$ cat src/rtl/hazard_ctrl_unit.sv
// Hazard controller for the 5-stage pipeline: operand forwarding, load-use stall,
// taken-branch flush, multi-cycle execute stall FSM and saturating perf counters.
module hazard_ctrl_unit #(
    parameter int unsigned REG_AW   = 5,
    parameter int unsigned EX_LAT   = 4,
    parameter int unsigned CNT_W    = 32,
    parameter bit          ZERO_REG = 1'b1
) (
    input  logic              clk,
    input  logic              rst,
    input  logic [REG_AW-1:0] Rs1D,
    input  logic [REG_AW-1:0] Rs2D,
    input  logic [REG_AW-1:0] Rs1E,
    input  logic [REG_AW-1:0] Rs2E,
    input  logic [REG_AW-1:0] RdE,
    input  logic [REG_AW-1:0] RdM,
    input  logic [REG_AW-1:0] RdW,
    input  logic              MemReadE,
    input  logic              RegWriteM,
    input  logic              RegWriteW,
    input  logic              PCSrcE,
    input  logic              MulDivE,
    input  logic              CntClr,
    output logic [1:0]        ForwardAE,
    output logic [1:0]        ForwardBE,
    output logic              StallF,
    output logic              StallD,
    output logic              StallE,
    output logic              FlushD,
    output logic              FlushE,
    output logic              BubbleM,
    output logic              ExBusy,
    output logic [CNT_W-1:0]  StallCnt,
    output logic [CNT_W-1:0]  FlushCnt
);

    typedef enum logic [0:0] {StIdle, StBusy} state_e;

    localparam bit              MultiCycle = (EX_LAT > 1);
    // First BUSY cycle already counts as the second cycle of occupancy.
    localparam logic [7:0]      CntInit    = MultiCycle ? 8'(EX_LAT - 2) : 8'd0;
    localparam logic [CNT_W-1:0] CntOne    = CNT_W'(1);

    state_e           state_q, state_d;
    logic [7:0]       cnt_q, cnt_d;
    logic             ex_stall;
    logic             lw_stall;
    logic             rs1e_zero, rs2e_zero, rde_zero;
    logic [1:0]       fwd_a, fwd_b;
    logic [CNT_W-1:0] stall_cnt_q, flush_cnt_q;

    // Forwarding select: M stage wins over W stage, register 0 never forwarded.
    always_comb begin
        rs1e_zero = ZERO_REG && (Rs1E == '0);
        rs2e_zero = ZERO_REG && (Rs2E == '0);
        fwd_a = 2'b00;
        fwd_b = 2'b00;
        if (!rs1e_zero) begin
            if (RegWriteM && (RdM == Rs1E))      fwd_a = 2'b10;
            else if (RegWriteW && (RdW == Rs1E)) fwd_a = 2'b01;
        end
        if (!rs2e_zero) begin
            if (RegWriteM && (RdM == Rs2E))      fwd_b = 2'b10;
            else if (RegWriteW && (RdW == Rs2E)) fwd_b = 2'b01;
        end
    end

    // Load-use hazard; a taken branch squashes the dependent instruction anyway.
    always_comb begin
        rde_zero = ZERO_REG && (RdE == '0);
        lw_stall = MemReadE && ((RdE == Rs1D) || (RdE == Rs2D)) && !rde_zero && !PCSrcE;
    end

    // Multi-cycle FSM state register.
    always_ff @(posedge clk) begin
        if (rst) begin
            state_q <= StIdle;
            cnt_q   <= 8'd0;
        end else begin
            state_q <= state_d;
            cnt_q   <= cnt_d;
        end
    end

    // Multi-cycle FSM next state: release from BUSY goes to IDLE without re-triggering.
    always_comb begin
        state_d = state_q;
        cnt_d   = cnt_q;
        unique case (state_q)
            StIdle: begin
                if (MulDivE && MultiCycle) begin
                    state_d = StBusy;
                    cnt_d   = CntInit;
                end
            end
            StBusy: begin
                if (cnt_q != 8'd0) cnt_d   = cnt_q - 8'd1;
                else               state_d = StIdle;
            end
            default: state_d = StIdle;
        endcase
    end

    // Multi-cycle FSM output: stall E while the op still needs more cycles.
    always_comb begin
        ex_stall = 1'b0;
        unique case (state_q)
            StIdle:  ex_stall = MulDivE && MultiCycle;
            StBusy:  ex_stall = (cnt_q != 8'd0);
            default: ex_stall = 1'b0;
        endcase
    end

    // Pipeline controls; a held E stage is never flushed, everything quiet in reset.
    always_comb begin
        ForwardAE = 2'b00;
        ForwardBE = 2'b00;
        StallF    = 1'b0;
        StallD    = 1'b0;
        StallE    = 1'b0;
        FlushD    = 1'b0;
        FlushE    = 1'b0;
        BubbleM   = 1'b0;
        ExBusy    = 1'b0;
        if (!rst) begin
            ForwardAE = fwd_a;
            ForwardBE = fwd_b;
            StallF    = lw_stall | ex_stall;
            StallD    = lw_stall | ex_stall;
            StallE    = ex_stall;
            BubbleM   = ex_stall;
            FlushD    = PCSrcE & ~ex_stall;
            FlushE    = (lw_stall | PCSrcE) & ~ex_stall;
            ExBusy    = (state_q == StBusy);
        end
    end

    // Saturating perf counters; clear beats increment.
    always_ff @(posedge clk) begin
        if (rst || CntClr) begin
            stall_cnt_q <= '0;
            flush_cnt_q <= '0;
        end else begin
            if (StallF && (stall_cnt_q != '1)) stall_cnt_q <= stall_cnt_q + CntOne;
            if (FlushD && (flush_cnt_q != '1)) flush_cnt_q <= flush_cnt_q + CntOne;
        end
    end

    assign StallCnt = stall_cnt_q;
    assign FlushCnt = flush_cnt_q;

endmodule

$ cat config.mk
export PLATFORM = sky130hd
export DESIGN_NAME = hazard_ctrl_unit
export DESIGN_NICKNAME = d
export VERILOG_FILES = /design/src/rtl/hazard_ctrl_unit.sv
export SDC_FILE = /design/constraint.sdc
export NUM_CORES = 1
export LEC_CHECK = 0
export ABC_AREA = 1
export CAP_MARGIN = 20
export CELL_PAD_IN_SITES_DETAIL_PLACEMENT = 1
export CELL_PAD_IN_SITES_GLOBAL_PLACEMENT = 1
export CORE_UTILIZATION = 32
export DETAILED_ROUTE_END_ITERATION = 10
export GPL_ROUTABILITY_DRIVEN = 0
export PLACE_DENSITY = 0.76
export SLEW_MARGIN = 25
export SYNTH_ARGS = -nofsm -noshare
export SYNTH_HDL_FRONTEND = slang
export SYNTH_SLANG_ARGS = --single-unit
$ cat constraint.sdc
create_clock -name clk -period 2.05 [get_ports clk]
set_input_delay 0.615 -clock clk [delete_from_list [all_inputs] [get_ports clk]]
set_output_delay 0.615 -clock clk [all_outputs]
set_load 0.005 [all_outputs]
==> impl_metrics.tcl <==
set metrics [dict create \
    diodes 0 \
    start_util 0.329 \
    die-area_um2 16800 \
    synth-async-reset-ratio 0 \
    post-route-period-util 1.11 \
    synth_edf_count 0 \
    overflow 0 \
    ys_types 39 \
    insertion_delay_ns 0.35 \
    rows 46 \
    power.share.sequential 0.325 \
    max_freq_mhz 438 \
    synthCells 824 \
    fin_cells 1258 \
    setup_ws_ns -0.231 \
    clkSinkCount 73 \
    max_stage_delay_ns 0.21 \
    ff2ff_setup_slack_ns 0.07 \
    min-delay-start "cnt_q[0]" \
    grt_pass1_vias 6235 \
    design_area_um2 8000 \
    reg2reg_depth 15 \
    cts-htree-levels 3 \
    synth_top_cell_by_area "dfxtp_1" \
    via_count 6129 \
    ys_top_cells_by_area "dfxtp_1 (28%), nand2_1 (18%), nor2_1 (7.8%), nand3_1 (6.0%), xor2_1 (5.5%)" \
    top_usage_layer "met2" \
    drc_errors 0 \
    crit_slowest_cell "nor3_2" \
    setup_viol_count_final 10 \
    min_path_type "reg2reg" \
    dr.pass1.iters 4 \
    tightestPinTransition_ns 0.459 \
    ant_nets 0 \
    ys.flop_type "dfxtp_1" \
    required_ns 1.43 \
    grt_max_degree 42 \
    ir_drop_mv 0.467 \
    cp_max_fo 2 \
    hold_depth 1 \
    fin_nets 1084 \
    synth_top_area_frac 0.280 \
    pre_cts_ws_ns -0.998 \
    ios 118 \
    placed_area_um2 7150 \
    cts_tree "yes" \
    cp_num_buf_inv 3 \
    endpoint_kind "primary output" \
    ys_seq_area_frac 0.280 \
    portBuffers 117 \
    synth.ff_latch_count 73 \
    grtUsageMet1 0.266 \
    hpwl_um 14200 \
    leakagePower_nw 3.09 \
    grtUsageMet2 0.455 \
    yosys_warnings 0 \
    drv_cap 0 \
    multi_input_area_um2 3550 \
    maxSlewViolCount 0 \
    crit_chain "buf_8 -> xor2_4 -> nor3_2 -> o2111ai_2 -> buf_4 -> nor3_4 -> buf_2" \
    netSwitchingFraction 0.291 \
    cts_root_buf "clkbuf_16" \
    post-place-cells 1213 \
    die_w_um 130 \
    r2r_end "FlushCnt[3]" \
    skew_ns 0.0103 \
    p_clk_frac 0.417 \
    clk_pin_slew_worst_paths_ns 0.06 \
    final_layout_size_suffix_gt1_frac 0.276 \
    startpoint_type "primary input" \
    drtIter0Drc 215 \
    globalRouteTotalUtil 0.235 \
    area_growth_pct 53.4 \
    wl_per_cell_um 16.3 \
    critPathArrivalTime_ns 1.67 \
    criticalPathCategory "in2out" \
    die_y_um 130 \
    final_hold_viol_count 0 \
    crit-reg2reg-launch "cnt_q[4]" \
    p_sw_mw 1.33 \
    final_util 0.504 \
    violations "setup timing" \
    rsz0062_at_grt "yes" \
    syn_avg_cell_area_um2 6.33 \
    hold_end "cnt_q[0]" \
    nFillCells 2091 \
    viasPerCell 4.87 \
    combPwrFrac 0.258 \
    coreArea_um2 15900 \
    grtUsageMet3 0.0431 \
    fin_crit_ns 2.28 \
    synth_fp_nets 871 \
    seq_area_um2 1470 \
    crit_family "buffers and inverters" \
    totalWireLength_um 20500 \
    grt_pass1_wl_um 30800 \
    cts_buffers 9 \
    antenna_found_initial 0 \
    netlist_area_um2 5220 \
    relSlewSlack 0.693 \
    p_int_mw 3.22 \
    powerDensity_nw_per_um2 568 \
    outcome "finished with violations" \
    cts_buffer_depth 2 \
]
[worst reg2reg max path: cells and delay by family (launching register included)]
family	cells	cell delay, ns
DFF	1	0.32
and+or+nand+nor	9	0.83
buffers and inverters	6	0.73
[routing by layer]
layer | part of all wire | routed length (µm) | vias to the layer above
met5 | 0 | 0 | -
met4 | 0.014 | 286 | 0
met3 | 0.034 | 691 | 21
met2 | 0.53 | 10900 | 115
met1 | 0.42 | 8630 | 2936
li1 | - | - | 3057
[registers in the layout, indices dropped and copies added (netlist names)]
register / count
state_q: 1
cnt_q: 8
FlushCnt: 32
StallCnt: 32
[cells in the mapped netlist, types with 5 or more instances]
cell type    n
nand2_2     21
a21oi_1     47
clkbuf_1     6
xnor2_1     13
nand2_1    250
nor2_2       5
dfxtp_1     73
nor2_1     109
buf_2        5
inv_1       73
nand3_1     63
xor2_1      33
nor3_2       5
inv_2        7
a21oi_2     20
nor3_1      28
nand3b_1     6
buf_4       10
o21ai_0      8
nand4_1      9
[placed cells by master (no fill, tap or decap), types with 9 or more instances in the layout]
cell	instances
nand3_1	59
a21oi_2	20
xor2_1	31
nor3_2	11
nor3_1	21
dlygate4sd2_1	10
nand2_2	24
a21oi_1	47
buf_6	20
xnor2_1	12
nand2_1	245
inv_2	20
dfxtp_1	63
dfxtp_2	10
buf_2	14
nor2_1	105
inv_1	57
clkdlybuf4s50_1	67
buf_4	90
clkbuf_16	12
nand4_1	9
[power groups by stage]
stage,Sequential (mW),Clock [mW],Combinational [mW]
after CTS,1.47,1.94,0.971
after global placement,1.50,0,0.818
after global routing,1.48,1.99,1.26
after floorplan,1.51,0,0.459
after detailed placement,1.50,0,0.842
final,1.48,1.90,1.17
[worst max-delay path by stage]
stage | from | endpoint | cells after the start
6_report | Rs1E[4] | ForwardAE[1] | 7
5_1_grt | Rs1E[4] | ForwardAE[1] | 7
4_1_cts | cnt_q[2] | StallF | 10
3_5_place_dp | Rs1E[1] | ForwardAE[0] | 8
3_3_place_gp | RdE[0] | StallF | 10
2_1_floorplan | RdE[3] | StallF | 10
[final cells by class]
cell class	instances	share of cell area
clock buffer	9	0.0281
clock inverter	7	0.0156
inverter	81	0.0389
multi-input combinational	648	0.443
sequential	73	0.184
tap	216	0.0338
timing repair buffer	224	0.256
[timing repair]
action                                  CTS  global route
hold endpoints to repair                  0             0
resized for setup                       207            53
endpoints found under the setup margin   43            75
pin swaps                                33            29
gates cloned                              0             6
hold buffers                              0             0
setup buffers                            17             7
[metrics by stage]
stage	total power [mW]	hold WS, ns	TNS [ns]
floorplan	1.96	0.422	-0.00688
global placement	2.32	0.441	-36.60
detailed placement	2.35	0.442	-39.55
CTS	4.38	0.458	-3.39
global route	4.74	0.462	-2.87
finish	4.55	0.439	-1.82
[logic make-up after synthesis]
logic type               after synthesis  synth area share
buffers and inverters                104            0.0894
AND/OR/NAND/NOR                      510             0.439
XOR/XNOR                              46            0.0772
AO/OA/AOI/OAI                         87             0.105
adder cells (fa/ha/maj)                4           0.00959
flip-flops                            73             0.280
(Power assumes the default switching activity.)
